$ cat src/rtl/bmult_pipe.sv
// rtl/bmult_pipe.sv - pipelined limb-serial multiplier with valid/ready backpressure
//
// Purpose:
//    Multiplies A by B over STAGES register stages. B is cut into STAGES limbs
//    of LIMB_W bits. Stage 0 forms A*limb0, and each later stage adds its own
//    shifted partial product. The last stage register drives the outputs
//    directly. Every stage has its own ready, so an empty stage refills while
//    later stages stall, and bubbles collapse.
//
// Ports:
//    clk        rising-edge clock
//    rst_n      asynchronous active-low reset
//    in_valid   operand pair valid          in_ready   operand pair accepted this cycle
//    A, B       multiplicand / multiplier   in_tag     sideband carried with the operation
//    out_valid  P / out_tag valid           out_ready  downstream accepts the result
//    P          WIDTH_A+WIDTH_B bit product out_tag    tag of the operation on P
//    in_signed  (BMULT_SIGNED_EN only) A and B are two's complement
//
// Optional feature macro: BMULT_SIGNED_EN
module bmult_pipe #(
   parameter int WIDTH_A = 28,
   parameter int WIDTH_B = 28,
   parameter int STAGES  = 4,
   parameter int TAG_W   = 4
) (
   input  logic                       clk,
   input  logic                       rst_n,
   input  logic                       in_valid,
   output logic                       in_ready,
   input  logic [WIDTH_A-1:0]         A,
   input  logic [WIDTH_B-1:0]         B,
   input  logic [TAG_W-1:0]           in_tag,
`ifdef BMULT_SIGNED_EN
   input  logic                       in_signed,
`endif
   output logic                       out_valid,
   input  logic                       out_ready,
   output logic [WIDTH_A+WIDTH_B-1:0] P,
   output logic [TAG_W-1:0]           out_tag
);

   localparam int LIMB_W = (WIDTH_B + STAGES - 1) / STAGES;
   localparam int BW     = LIMB_W * STAGES;   // B padded to a whole number of limbs
   localparam int PW     = WIDTH_A + WIDTH_B;
   localparam int SW     = WIDTH_A + BW;      // partial product width before truncation

   // Stage registers
   logic [STAGES-1:0] v_q, v_d;
   logic [STAGES-1:0] n_q, n_d;               // result must be negated at the end
   logic [WIDTH_A-1:0] a_q [STAGES];
   logic [WIDTH_A-1:0] a_d [STAGES];
   logic [BW-1:0]      b_q [STAGES];          // limbs not yet consumed, next limb at bit 0
   logic [BW-1:0]      b_d [STAGES];
   logic [PW-1:0]      s_q [STAGES];
   logic [PW-1:0]      s_d [STAGES];
   logic [TAG_W-1:0]   t_q [STAGES];
   logic [TAG_W-1:0]   t_d [STAGES];

   // What each stage would capture: the front end for stage 0, the predecessor otherwise
   logic [STAGES-1:0]  src_v, src_n, rdy;
   logic [WIDTH_A-1:0] src_a [STAGES];
   logic [BW-1:0]      src_b [STAGES];
   logic [PW-1:0]      src_s [STAGES];
   logic [TAG_W-1:0]   src_t [STAGES];

   logic [WIDTH_A-1:0] a_in;
   logic [BW-1:0]      b_in;
   logic               neg_in;

`ifdef BMULT_SIGNED_EN
   logic sign_a, sign_b;
   logic [WIDTH_B-1:0] b_mag;
`endif

   // Operand conditioning. A negated most-negative value equals its own bit
   // pattern, which read as unsigned is the correct magnitude 2^(W-1).
   always_comb begin
`ifdef BMULT_SIGNED_EN
      sign_a = in_signed & A[WIDTH_A-1];
      sign_b = in_signed & B[WIDTH_B-1];
      a_in   = sign_a ? -A : A;
      b_mag  = sign_b ? -B : B;
      b_in   = BW'(b_mag);
      neg_in = sign_a ^ sign_b;
`else
      a_in   = A;
      b_in   = BW'(B);
      neg_in = 1'b0;
`endif
   end

   always_comb begin
      logic          full;
      logic [SW-1:0] pp;
      logic [PW-1:0] sum;
      full = 1'b0;
      pp   = '0;
      sum  = '0;

      src_v[0] = in_valid;
      src_n[0] = neg_in;
      src_a[0] = a_in;
      src_b[0] = b_in;
      src_s[0] = '0;
      src_t[0] = in_tag;
      for (int k = 1; k < STAGES; k++) begin
         src_v[k] = v_q[k-1];
         src_n[k] = n_q[k-1];
         src_a[k] = a_q[k-1];
         src_b[k] = b_q[k-1];
         src_s[k] = s_q[k-1];
         src_t[k] = t_q[k-1];
      end

      v_d = v_q;
      n_d = n_q;
      for (int k = 0; k < STAGES; k++) begin
         // rdy[k] = ~v[k] | rdy[k+1], flattened: stage k is blocked only when it
         // and every stage after it are full and the output is stalled.
         full = 1'b1;
         for (int j = k; j < STAGES; j++) begin
            full = full & v_q[j];
         end
         rdy[k] = ~full | out_ready;

         pp  = SW'(src_a[k]) * SW'(src_b[k][LIMB_W-1:0]);
         sum = src_s[k] + PW'(pp << (k * LIMB_W));

         a_d[k] = a_q[k];
         b_d[k] = b_q[k];
         s_d[k] = s_q[k];
         t_d[k] = t_q[k];
         if (rdy[k]) begin
            v_d[k] = src_v[k];
            n_d[k] = src_n[k];
            a_d[k] = src_a[k];
            b_d[k] = src_b[k] >> LIMB_W;
            t_d[k] = src_t[k];
            // Sign is applied only as the result enters the output register
            s_d[k] = (k == STAGES - 1 && src_n[k]) ? -sum : sum;
         end
      end
   end

   always_ff @(posedge clk or negedge rst_n) begin
      if (!rst_n) begin
         v_q <= '0;
         n_q <= '0;
         for (int k = 0; k < STAGES; k++) begin
            a_q[k] <= '0;
            b_q[k] <= '0;
            s_q[k] <= '0;
            t_q[k] <= '0;
         end
      end else begin
         v_q <= v_d;
         n_q <= n_d;
         for (int k = 0; k < STAGES; k++) begin
            a_q[k] <= a_d[k];
            b_q[k] <= b_d[k];
            s_q[k] <= s_d[k];
            t_q[k] <= t_d[k];
         end
      end
   end

   // The last stage keeps operand/sign copies only for uniformity; nothing reads them
   logic unused_last_stage;
   assign unused_last_stage = ^{a_q[STAGES-1], b_q[STAGES-1], n_q[STAGES-1]};

   assign in_ready  = rdy[0];
   assign out_valid = v_q[STAGES-1];
   assign P         = s_q[STAGES-1];
   assign out_tag   = t_q[STAGES-1];

endmodule

$ cat config.mk
export PLATFORM = sky130hd
export DESIGN_NAME = bmult_pipe
export DESIGN_NICKNAME = d
export VERILOG_FILES = /design/src/rtl/bmult_pipe.sv
export SDC_FILE = /design/constraint.sdc
export NUM_CORES = 2
export LEC_CHECK = 0
export BUFFER_PORTS_ARGS = -buffer_cell sky130_fd_sc_hd__buf_2
export CAP_MARGIN = 10
export CELL_PAD_IN_SITES_DETAIL_PLACEMENT = 0
export CELL_PAD_IN_SITES_GLOBAL_PLACEMENT = 1
export CORE_ASPECT_RATIO = 0.5
export CORE_MARGIN = 2
export CORE_UTILIZATION = 35
export CTS_CLUSTER_SIZE = 24
export DETAILED_ROUTE_END_ITERATION = 8
export PLACE_DENSITY = 0.58
export SYNTH_ARGS = -nofsm -noshare
export SYNTH_HDL_FRONTEND = slang
export SYNTH_SLANG_ARGS = --single-unit
export TNS_END_PERCENT = 1
$ cat constraint.sdc
create_clock -name clk -period 11.25 [get_ports clk]
set_clock_uncertainty 0.05 [all_clocks]
set_input_delay 3.375 -clock clk [delete_from_list [all_inputs] [get_ports clk]]
set_output_delay 3.375 -clock clk [all_outputs]
set_load 0.005 [all_outputs]
==> flow_summary.json <==
{
  "drt_pass1_iterations": 7,
  "slew_violations": 0,
  "clk_path_buf_depth": 3,
  "finalWirelength_um": 114000,
  "portBuffers": 125,
  "rr_endpoint": "P[48]$_DFFE_PN0P_",
  "grtUsageTotal_pct": 19.3,
  "synth_top_cell_by_area": "fa_1",
  "layout-drive-gt1-share_pct": 5.28,
  "cap_violations": 0,
  "cts_made_buffers": 40,
  "cp-start-kind": "input pin",
  "antenna_found_initial": 4,
  "grt_overflow": 0,
  "core_area_mm2": 0.116,
  "rsz0062_at_grt": "no",
  "period_share_pct": 78.1,
  "seq_area_frac_synth_pct": 20.0,
  "hpwlAfterDp_um": 91100,
  "cts_root_buf": "clkbuf_16",
  "final_cell_count_no_fill": 6409,
  "crit_end": "in_ready",
  "cts_tree": "built",
  "endpoint_kind": "output pin",
  "synth_edf_count": 0,
  "period_minus_slack_ns": 8.78,
  "timing.critical_path.required_ns": 7.83,
  "yosys_register_bits": 330,
  "ctsResizeCount": 0,
  "async_flop_share_pct": 100,
  "cp_data_arrival_time_ns": 5.36,
  "tns_ns": 0,
  "synth_cell_types": 86,
  "tightest_slew_ns": 1.20,
  "rr_startpoint": "b_q[31]$_DFFE_PN0P_",
  "areaGrowthSynthToFinish_pct": 6.93,
  "cts_sinks": 330,
  "finalWorstSetupSlack_ns": 2.47,
  "syn_avg_cell_area_um2": 8.41,
  "place_inst": 6334,
  "synth_nets": 5783,
  "fp-row-count": 88,
  "via_per_inst": 4.92,
  "die-area_mm2": 0.121,
  "multi_input_area_mm2": 0.0295,
  "hold_buffers": 0,
  "final_common_cell": "nand2_1",
  "startpoint": "out_ready",
  "fin_nets": 5685,
  "layout_common_cells": "nand2_1 (1190), inv_1 (571), fa_1 (519)",
  "gp_congestion": 0.849,
  "clk_latency_ns": 0.59,
  "ctsHtreeMaxLevel": 2,
  "rr_worst_depth": 25,
  "path_max_fanout": 62,
  "r2r_slack_ns": 3.02,
  "maxSlewHeadroom_pct": 20.1,
  "path_clk_slew_ns": 0.06,
  "yosys.area.top_type_share_pct": 25.2,
  "grt_pass1_wl_um": 186000,
  "grt_pass1_vias": 33000,
  "fmax_mhz": 114,
  "hold_path_class": "flop to flop",
  "n_fill_cell": 12000,
  "synth_area_leaders": "fa_1 (25%), dfrtp_1 (20%), nand2_1 (11%)",
  "vias": 31600,
  "hold_viol_final": 0,
  "wl_per_cell_um": 17.8,
  "dieHeight_um": 247,
  "seqCellArea_mm2": 0.00826,
  "yosys_warnings": 0,
  "crit_type": "input pin to output pin",
  "fp.dieW_um": 489,
  "post_cts.repair.setup_buffers": 0,
  "dp_slack_ns": 2.43,
  "grt_start_max_net_pins": 150,
  "outcome": "completed",
  "ant_nets": 0,
  "syn_area_mm2": 0.0412,
  "start_util_pct": 35.5,
  "syn-instance-count": 4899,
  "post-route-drc-count": 0,
  "setup_viol": 0,
  "dominantRegCellSynth": "dfrtp_1",
  "io_pins": 126,
  "dr.first_iter.drc_count": 1524
}
sequential cells by signal (all words and copies together), names as in the netlist:
name / flops
v_q: 4
b_q: 42
s_q: 128
src_t: 12
a_q: 84
P: 56
out_tag: 4
synthesized netlist by cell type, types with 5 or more instances:
| master | instances |
|---|---|
| a211oi_1 | 37 |
| o21bai_1 | 31 |
| nor4_1 | 8 |
| and2_1 | 382 |
| o211ai_1 | 17 |
| a211o_1 | 6 |
| inv_1 | 571 |
| and3_1 | 23 |
| a21o_1 | 81 |
| nor2_1 | 149 |
| or3_1 | 8 |
| nor2b_1 | 20 |
| a31oi_1 | 13 |
| or2_2 | 13 |
| o21a_1 | 42 |
| nor3b_1 | 5 |
| dfrtp_1 | 330 |
| nand2b_1 | 24 |
| o21ai_0 | 153 |
| o221ai_1 | 7 |
| a21oi_1 | 242 |
| nand3_1 | 31 |
| o31a_1 | 7 |
| and4_1 | 6 |
| a31o_2 | 5 |
| fa_1 | 519 |
| clkbuf_1 | 204 |
| o21ai_1 | 24 |
| buf_4 | 64 |
| xnor2_1 | 117 |
| xor2_1 | 78 |
| o31ai_1 | 21 |
| nor3_1 | 28 |
| nand4_1 | 23 |
| a41oi_1 | 6 |
| nand2_1 | 1192 |
| ha_1 | 301 |
| buf_1 | 8 |
| buf_6 | 9 |
cell families after synthesis:
| kind of cell | Yosys count | share of synthesized area (%) |
|---|---|---|
| adder cells (fa/ha/maj) | 820 | 34.3 |
| XOR/XNOR | 195 | 4.14 |
| buffers and inverters | 860 | 8.59 |
| flip-flops | 330 | 20.0 |
| AND/OR/NAND/NOR | 1936 | 21.2 |
| multiplexers | 4 | 0.103 |
| AO/OA/AOI/OAI | 754 | 11.5 |
critical path, cell delays in order:
cell,delay (ns)
buf_2,0.12
nor2b_4,0.09
buf_4,0.51
and3_4,0.28
and2_4,0.33
clkinv_2,0.38
buf_2,0.25
worst min path at each step:
| stage | start | to | slack, ns | depth (start not counted) |
|---|---|---|---|---|
| floorplan | v_q[0]$_DFFE_PN0P_ | v_q[1]$_DFFE_PN0P_ | 0.38 | 1 |
| global placement | P[22]$_DFFE_PN0P_ | P[22]$_DFFE_PN0P_ | 0.40 | 2 |
| detailed placement | P[22]$_DFFE_PN0P_ | P[22]$_DFFE_PN0P_ | 0.40 | 2 |
| CTS | P[20]$_DFFE_PN0P_ | P[20]$_DFFE_PN0P_ | 0.42 | 2 |
| global route | s_q[117]$_DFFE_PN0P_ | s_q[117]$_DFFE_PN0P_ | 0.43 | 2 |
| finish | P[20]$_DFFE_PN0P_ | P[20]$_DFFE_PN0P_ | 0.41 | 2 |
final cells by class:
cell class | count | area share [%]
multi-input cells | 3709 | 66.8
diodes | 4 | 0.0227
repair buffers | 148 | 1.86
well taps | 1575 | 4.47
clock inverters | 20 | 0.684
clock buffers | 51 | 2.53
inverters | 572 | 4.87
flip-flops and latches | 330 | 18.7
through the flow:
step | instance area [um2] | util, % | hold slack (ns)
6_report | 44100 | 38.0 | 0.409
5_1_grt | 44100 | 38.0 | 0.435
4_1_cts | 44100 | 38.0 | 0.416
3_5_place_dp | 42700 | 36.8 | 0.401
3_3_place_gp | 42700 | 36.8 | 0.396
2_1_floorplan | 41200 | - | 0.380
layer usage:
metal  vias up  wire length [um]  track usage [%]
met3        85              3860             2.14
met4         0              1680             3.62
met1     15800             59500             29.3
met5         -                 0                0
li1      15300                 -                -
met2       420             48900             29.5
Power is not shown: default switching activity piles up to over one toggle a cycle in this logic, so the estimate is an artifact.
